--- src/rtl/capture_pkg.sv ---
// Shared types and parameter defaults for the acquisition sequencer.
package capture_pkg;

    typedef enum logic [1:0] {
        IDLE      = 2'd0,
        ARMED     = 2'd1,
        TRIGGERED = 2'd2,
        DONE      = 2'd3
    } cap_state_t;

    localparam int unsigned ADDR_W_DEF = 9;
    localparam int unsigned DEC_W_DEF  = 4;

endpackage

--- src/rtl/smpl_strobe_gen.sv ---
// Decimated sample strobe: one pulse every 2^dec cycles while run is high.
module smpl_strobe_gen
    import capture_pkg::*;
#(
    parameter int unsigned DEC_W = DEC_W_DEF
) (
    input  logic             clk,
    input  logic             rst,
    input  logic             run,
    input  logic             clr,
    input  logic [DEC_W-1:0] dec,
    output logic             smpl_en
);

    localparam int unsigned      CNT_W = 2 ** DEC_W;
    localparam logic [CNT_W-1:0] ONE   = CNT_W'(1);

    logic [DEC_W-1:0] dec_l;
    logic [CNT_W-1:0] dec_cnt;
    logic [CNT_W-1:0] term;
    logic             at_term;

    always_comb begin
        term    = (ONE << dec_l) - ONE;
        at_term = (dec_cnt == term);
        // clr restarts the period, so the old exponent must not strobe that cycle
        smpl_en = run & ~clr & at_term;
    end

    always_ff @(posedge clk) begin
        if (rst) begin
            dec_cnt <= '0;
            dec_l   <= '0;
        end else if (clr) begin
            dec_cnt <= '0;
            dec_l   <= dec;
        end else if (run) begin
            if (at_term) begin
                dec_cnt <= '0;
            end else begin
                dec_cnt <= dec_cnt + ONE;
            end
        end
    end

endmodule

--- src/rtl/capture_ctrl.sv ---
// Acquisition sequencer: pre-trigger fill, trigger qualification,
// post-trigger count and circular sample RAM addressing.
module capture_ctrl
    import capture_pkg::*;
#(
    parameter int unsigned ADDR_W = ADDR_W_DEF,
    parameter int unsigned DEC_W  = DEC_W_DEF
) (
    input  logic              clk,
    input  logic              rst,
    input  logic              arm,
    input  logic              stop,
    input  logic [DEC_W-1:0]  decimator,
    input  logic [ADDR_W-1:0] trig_pos,
    input  logic              trig_event,
    output logic              smpl_en,
    output logic              we,
    output logic [ADDR_W-1:0] waddr,
    output logic [ADDR_W-1:0] trig_addr,
    output logic              armed,
    output logic              triggered,
    output logic              capture_done
);

    localparam logic [ADDR_W-1:0] A_ONE    = ADDR_W'(1);
    localparam logic [ADDR_W:0]   P_ONE    = (ADDR_W + 1)'(1);
    localparam logic [ADDR_W:0]   PRE_FULL = {1'b1, {ADDR_W{1'b0}}};

    cap_state_t        state;
    cap_state_t        state_nxt;
    logic [ADDR_W-1:0] trig_pos_l;
    logic [ADDR_W-1:0] post_cnt;
    logic [ADDR_W:0]   pre_cnt;
    logic              active;
    logic              run;
    logic              strobe;
    logic              pre_ok;
    logic              qual;
    logic              post_last;

    assign active = (state == ARMED) || (state == TRIGGERED);
    // stop and rst suppress the write in their own cycle so waddr really holds
    assign run    = active & ~stop & ~rst;

    smpl_strobe_gen #(
        .DEC_W (DEC_W)
    ) u_strobe (
        .clk     (clk),
        .rst     (rst),
        .run     (run),
        .clr     (arm),
        .dec     (decimator),
        .smpl_en (strobe)
    );

    // DEPTH-1-trig_pos_l is the bitwise inverse of trig_pos_l at ADDR_W bits
    always_comb begin
        pre_ok    = (pre_cnt >= {1'b0, ~trig_pos_l});
        qual      = (state == ARMED) & strobe & trig_event & pre_ok;
        post_last = (state == TRIGGERED) & strobe & (post_cnt == (trig_pos_l - A_ONE));
    end

    always_ff @(posedge clk) begin
        if (rst) begin
            state <= IDLE;
        end else begin
            state <= state_nxt;
        end
    end

    always_comb begin
        state_nxt = state;
        if (arm) begin
            state_nxt = ARMED;
        end else if (stop) begin
            state_nxt = IDLE;
        end else begin
            case (state)
                ARMED: begin
                    if (qual) begin
                        state_nxt = (trig_pos_l == '0) ? DONE : TRIGGERED;
                    end
                end
                TRIGGERED: begin
                    if (post_last) begin
                        state_nxt = DONE;
                    end
                end
                default: begin
                    state_nxt = state;
                end
            endcase
        end
    end

    always_comb begin
        smpl_en      = strobe;
        we           = strobe;
        armed        = active;
        triggered    = (state == TRIGGERED) || (state == DONE);
        capture_done = (state == DONE);
    end

    // trig_pos is ADDR_W bits wide, so it can never exceed DEPTH-1 and latches as-is
    always_ff @(posedge clk) begin
        if (rst) begin
            waddr      <= '0;
            trig_addr  <= '0;
            pre_cnt    <= '0;
            post_cnt   <= '0;
            trig_pos_l <= '0;
        end else if (arm) begin
            waddr      <= '0;
            pre_cnt    <= '0;
            post_cnt   <= '0;
            trig_pos_l <= trig_pos;
        end else if (strobe) begin
            waddr <= waddr + A_ONE;
            if ((state == ARMED) && (pre_cnt != PRE_FULL)) begin
                pre_cnt <= pre_cnt + P_ONE;
            end
            if (qual) begin
                trig_addr <= waddr;
                post_cnt  <= '0;
            end else if (state == TRIGGERED) begin
                post_cnt <= post_cnt + A_ONE;
            end
        end
    end

endmodule

--- config.mk ---
export PLATFORM = sky130hd
export DESIGN_NAME = capture_ctrl
export DESIGN_NICKNAME = d
export VERILOG_FILES = /design/src/rtl/capture_pkg.sv /design/src/rtl/smpl_strobe_gen.sv /design/src/rtl/capture_ctrl.sv
export SDC_FILE = /design/constraint.sdc
export NUM_CORES = 1
export LEC_CHECK = 0
export ABC_AREA = 0
export CAP_MARGIN = 30
export CORE_ASPECT_RATIO = 1.2
export CORE_UTILIZATION = 62
export CTS_BUF_LIST = sky130_fd_sc_hd__clkbuf_16
export DETAILED_ROUTE_END_ITERATION = 8
export MAX_ROUTING_LAYER = met4
export PLACE_DENSITY = 0.84
export SYNTH_ARGS = -nofsm -noshare
export SYNTH_HDL_FRONTEND = slang
export SYNTH_SLANG_ARGS = --single-unit
export TNS_END_PERCENT = 50
--- constraint.sdc ---
create_clock -name clk -period 10.5 [get_ports clk]
set_input_delay 1.575 -clock clk [delete_from_list [all_inputs] [get_ports clk]]
set_output_delay 1.575 -clock clk [all_outputs]
set_load 0.01 [all_outputs]
# Word level (Yosys, flattened, before mapping)
# Index checks and enable logic that the tools add are counted.
# op_classes
magnitude_cmp,1
muxes,9
reduce_logical,14
n_bitwise,13
add_sub_neg,6
n_shift,1
n_eq_ne,10
# op_table
cell,n
$add A9 B1 Y9 const B,2
$mux W9,2
$add A16 B1 Y16 const B,1
$eq A16 B16 Y1,1
$mux W16,1
$shl A1 B4 Y16 const A,1
$sub A16 B1 Y16 const B,1
$add A10 B1 Y10 const B,1
$ge A10 B9 Y1,1
$ne A10 B10 Y1 const B,1
$and A1 B1 Y1,9
$eq A9 B9 Y1,1
$logic_not A9 Y1,1
$not A9 Y9,1
$reduce_and A3 Y1,3
$sub A9 B1 Y9 const B,1
$ne A4 B4 Y1 const B,2
$eq A2 B2 Y1 const B,2
$mux W2,2
$ne A2 B2 Y1 const B,2
$pmux W2 S2,1
$reduce_and A2 Y1,2
$reduce_bool A2 Y1,2
$reduce_bool A4 Y1,1
7 further kinds,12
# totals
inputBits,18
regBits,68

# Longest topological paths before layout
# depth
word_depth,13
mapped_depth,16
depth_no_buf,11

# Hierarchy
# From an unflattened synthesis, not the netlist that was laid out.
# hier_totals
hier_cells,455
area_unflattened_um2,3886.2
# modules_own_cells
module,seq_area_each_um2,instances,area_per_inst_um2,cells_each
capture_ctrl,960.9,1,2578.7,299
smpl_strobe_gen,400.4,1,1307.5,156

# Least setup slack after synthesis
# OpenSTA, ideal clock, no wires.
# synth_path
path_kind,register to output
start,register u_strobe.dec_l[0]
end,output we
slack_ns,5.304
stages_incl_launch_ff,15
required_time_ns,8.925
n_path_buf,6
t_arrival_ns,3.621
cell_sequence,dfxtp_1 buf_2 clkbuf_1 inv_1 or4_1 ha_1 xnor2_1 or4_1 a211o_1 nor4_4 and4_1 buf_2 buf_4 buf_4 buf_4
# synth_between
elab_chain_len,4
# synth_rtl
element,line,source
"start, declared",smpl_strobe_gen.sv:18,logic [DEC_W-1:0] dec_l;
"start signal, assigned",smpl_strobe_gen.sv:33,dec_l <= '0;
"start signal, assigned",smpl_strobe_gen.sv:36,dec_l <= dec;
$shl A1 B4 Y16,smpl_strobe_gen.sv:24,term = (ONE << dec_l) - ONE;
$sub A16 B1 Y16,smpl_strobe_gen.sv:24,
$eq A16 B16 Y1,smpl_strobe_gen.sv:25,at_term = (dec_cnt == term);
$and A1 B1 Y1,smpl_strobe_gen.sv:27,smpl_en = run & ~clr & at_term;
"end, declared",capture_ctrl.sv:17,"output logic we,"
# Every way passes these cells.

# Final worst setup path
# layout_path
start,register u_strobe.dec_l[2]
end,output we
# The elaborated chain is that of the path after synthesis.

==> flow_metrics.env <==
export IMPL_vias_per_cell=5.95
export IMPL_timing_rr_end="post_cnt[6]"
export IMPL_tightest_slew_ps=925
export IMPL_muxShareOfSynthArea_pct=4.47
export IMPL_yosys_area_share_adder_pct=6.17
export IMPL_dp_cells=585
export IMPL_core_area_um2=6170
export IMPL_die_area_um2=6870
export IMPL_seq_area_frac_synth_pct=33.5
export IMPL_yosys_top_cells_area="dfxtp_1 (34%), xor2_1 (7.1%), nor2_1 (6.2%)"
export IMPL_worstHoldStart="trig_addr[0]"
export IMPL_tritoncts="yes"
export IMPL_clk_pin_slew_worst_paths_ps=60
export IMPL_netlist_area_leader_share_pct=33.5
export IMPL_timing_rr_start="u_strobe.dec_l[2]"
export IMPL_rrSetupSlack_ps=6240
export IMPL_grt_pass1_wl_um=15600
export IMPL_cts_resized=0
export IMPL_htreeDepth=3
export IMPL_worstSetupPathType="reg -> out"
export IMPL_num_antenna_cells=0
export IMPL_vias=3573
export IMPL_cp_arrival_ps=4440
export IMPL_setup_viol=0
export IMPL_start_kind="register"
export IMPL_fmax_ghz=0.166
export IMPL_drc=0
export IMPL_path_cells="or4_1 > ha_1 > and3b_1 > or4_1 > a211o_1 > nor4_4 > and4_1 > buf_4 > clkdlybuf4s50_1"
export IMPL_leakage_uw=0.00183
export IMPL_post_cts_setup_buffer_count=0
export IMPL_max_cap_violations=0
export IMPL_fp_dieH_um=90.6
export IMPL_die_x_um=75.9
export IMPL_reg2reg_depth=10
export IMPL_post_place_ws_ps=4650
export IMPL_dpl_hpwl_um=6890
export IMPL_synth_largest_area_cell="dfxtp_1"
export IMPL_grtUsageTotal_pct=30.4
export IMPL_wl_um=9520
export IMPL_crit_top_cell="or4_1"
export IMPL_period_needed_ps=6010
export IMPL_max_clock_path_buffers=2
export IMPL_ant_nets=0
export IMPL_synth_area_per_cell_um2=8.23
export IMPL_setup_slack_ps=4490
export IMPL_start_util_pct=65.8
export IMPL_synth_simple_area_share_pct=26.6
export IMPL_dpl_cell_area_um2=4440
export IMPL_fin_crit_sh_pct=57.3
export IMPL_yosysWarnings=0
export IMPL_portBuffers=40
export IMPL_fin_nets=552
export IMPL_synth_compound_area_share_pct=13.6
export IMPL_root_buffer="clkbuf_16"
export IMPL_ir_drop_mv=0.0966
export IMPL_startpoint="u_strobe.dec_l[2]"
export IMPL_synthFlopType="dfxtp_1"
export IMPL_grt_pass1_vias=3296
export IMPL_ys_async_sr_fraction_pct=0
export IMPL_end_kind="output pin"
export IMPL_slowest_delay_ps=880
export IMPL_fin_worst_hold_slack_ps=450
export IMPL_clock_latency_ps=330
export IMPL_numCtsBuffers=9
export IMPL_holdPathStages=2
export IMPL_ys_top_cells_by_count="dfxtp_1 (68), nor2_1 (67), nand2_1 (34)"
export IMPL_synth_xor_area_share_pct=11.0
export IMPL_cts_sinks=68
export IMPL_grt_start_max_net_pins=28
export IMPL_antenna_found_initial=0
export IMPL_skew_ps=5.56
export IMPL_yosys_register_bits=68
export IMPL_drt_initial_drc_count=213
export IMPL_hold_path_class="reg -> reg"
export IMPL_drv_slew=0
export IMPL_slowest_stage="dfxtp_1"
export IMPL_gp_congestion=0.906
export IMPL_status="finished clean"
export IMPL_power_density_nw_per_um2=130
export IMPL_num_rows=31
export IMPL_overflow=0
export IMPL_routedWlPerCell_um=15.8
export IMPL_fin_area_um2=4720
export IMPL_drive_gt1_share_pct=5.20
export IMPL_synth_area_um2=4060
export IMPL_worstHoldEndpoint="trig_addr[0]"
export IMPL_rsz0062_at_grt="no"
export IMPL_synth_top_family_by_area="simple AND/OR/NAND/NOR gates"
export IMPL_relSlewSlack_pct=38.1
export IMPL_synth_edff_count=0
export IMPL_ios=41
export IMPL_final_setup_tns_ps=0
export IMPL_areaGrowthSynthToFinish_pct=16.2
export IMPL_synthesis_nets=531
export IMPL_yosysMostFrequentCell="dfxtp_1"
export IMPL_hold_viol_final=0
export IMPL_required_ps=8930
export IMPL_postCtsHoldBufs=0
export IMPL_synthCells=493
export IMPL_synth_cell_types=59
export IMPL_critPathMaxFanout=27
export IMPL_drt_pass1_iter_count=4
export IMPL_final_cells=601
-- kinds of logic after synthesis --
family / Yosys count
AO/OA/AOI/OAI: 82
XOR/XNOR: 51
adder cells (fa/ha/maj): 20
buffers and inverters: 45
flip-flops: 68
multiplexers: 18
AND/OR/NAND/NOR: 209
-- worst max path at each step --
stage,depth (start not counted),endpoint,slack (ps)
2_1_floorplan,14,we,5300
3_3_place_gp,7,we,4740
3_5_place_dp,7,smpl_en,4650
4_1_cts,9,smpl_en,4500
5_1_grt,9,smpl_en,4260
6_report,9,we,4490
-- cell type report --
type / count / area (um2)
clock buffer: 9 / 225
tap: 82 / 103
timing repair buffer: 42 / 415
clock inverter: 7 / 52.6
sequential: 68 / 1360
inverter: 13 / 48.8
fill: 438 / 1450
multi-input combinational: 380 / 2510
-- cell usage in the layout, fill, tap and decap left out, types with 4 or more instances in the layout --
cell type | synthesis | routed
dfxtp_1 | 68 | 68
nor2_1 | 67 | 67
clkdlybuf4s50_1 | 0 | 40
nand2_1 | 34 | 34
xor2_1 | 33 | 33
nand3_1 | 32 | 32
a21oi_1 | 30 | 30
ha_1 | 20 | 20
xnor2_1 | 18 | 18
mux2i_1 | 17 | 17
inv_1 | 13 | 13
o21ai_0 | 12 | 12
and3_1 | 11 | 11
nand4_1 | 10 | 10
clkbuf_16 | 0 | 9
nor3_1 | 6 | 6
or3_1 | 6 | 6
nor4b_1 | 5 | 5
nand2b_1 | 5 | 5
and2_1 | 5 | 5
o2111ai_1 | 5 | 5
or4_1 | 4 | 4
nor2b_1 | 4 | 4
-- through the flow --
stage	power, uW	utilization (%)
6_report	613	76.5
3_5_place_dp	342	72.0
4_1_cts	617	76.5
5_1_grt	636	76.5
2_1_floorplan	324	-
3_3_place_gp	340	72.0
-- state kept, by name, indices dropped and copies added (netlist names) --
name,flops
u_strobe.dec_l,4
state,2
waddr,9
u_strobe.dec_cnt,16
trig_addr,9
trig_pos_l,9
post_cnt,9
pre_cnt,10
-- report_power, final --
| group | switching, uW | leakage, uW | internal, uW | total [uW] |
|---|---|---|---|---|
| clock network | 115 | 0.000136 | 161 | 275 |
| registers | 10.1 | 0.000550 | 262 | 272 |
| logic | 34.3 | 0.00114 | 31.6 | 65.9 |
-- layer usage --
| layer | GRT usage, % | wire length, um | part of all wire, % | vias up |
|---|---|---|---|---|
| li1 | - | - | - | 1792 |
| met1 | 37.2 | 4100 | 43 | 1672 |
| met2 | 48.2 | 4720 | 50 | 85 |
| met3 | 6.14 | 427 | 4.5 | 24 |
| met4 | 11.9 | 272 | 2.9 | 0 |
| met5 | - | 0 | 0 | - |
-- worst max-delay path, delay by kind of cell (launching register included) --
kind	cells	cell delay (ps)
flops	1	880
fa+ha+maj	1	510
simple gates	5	1560
buf+inv	2	830
compound gates	1	310
(Power assumes the default switching activity.)
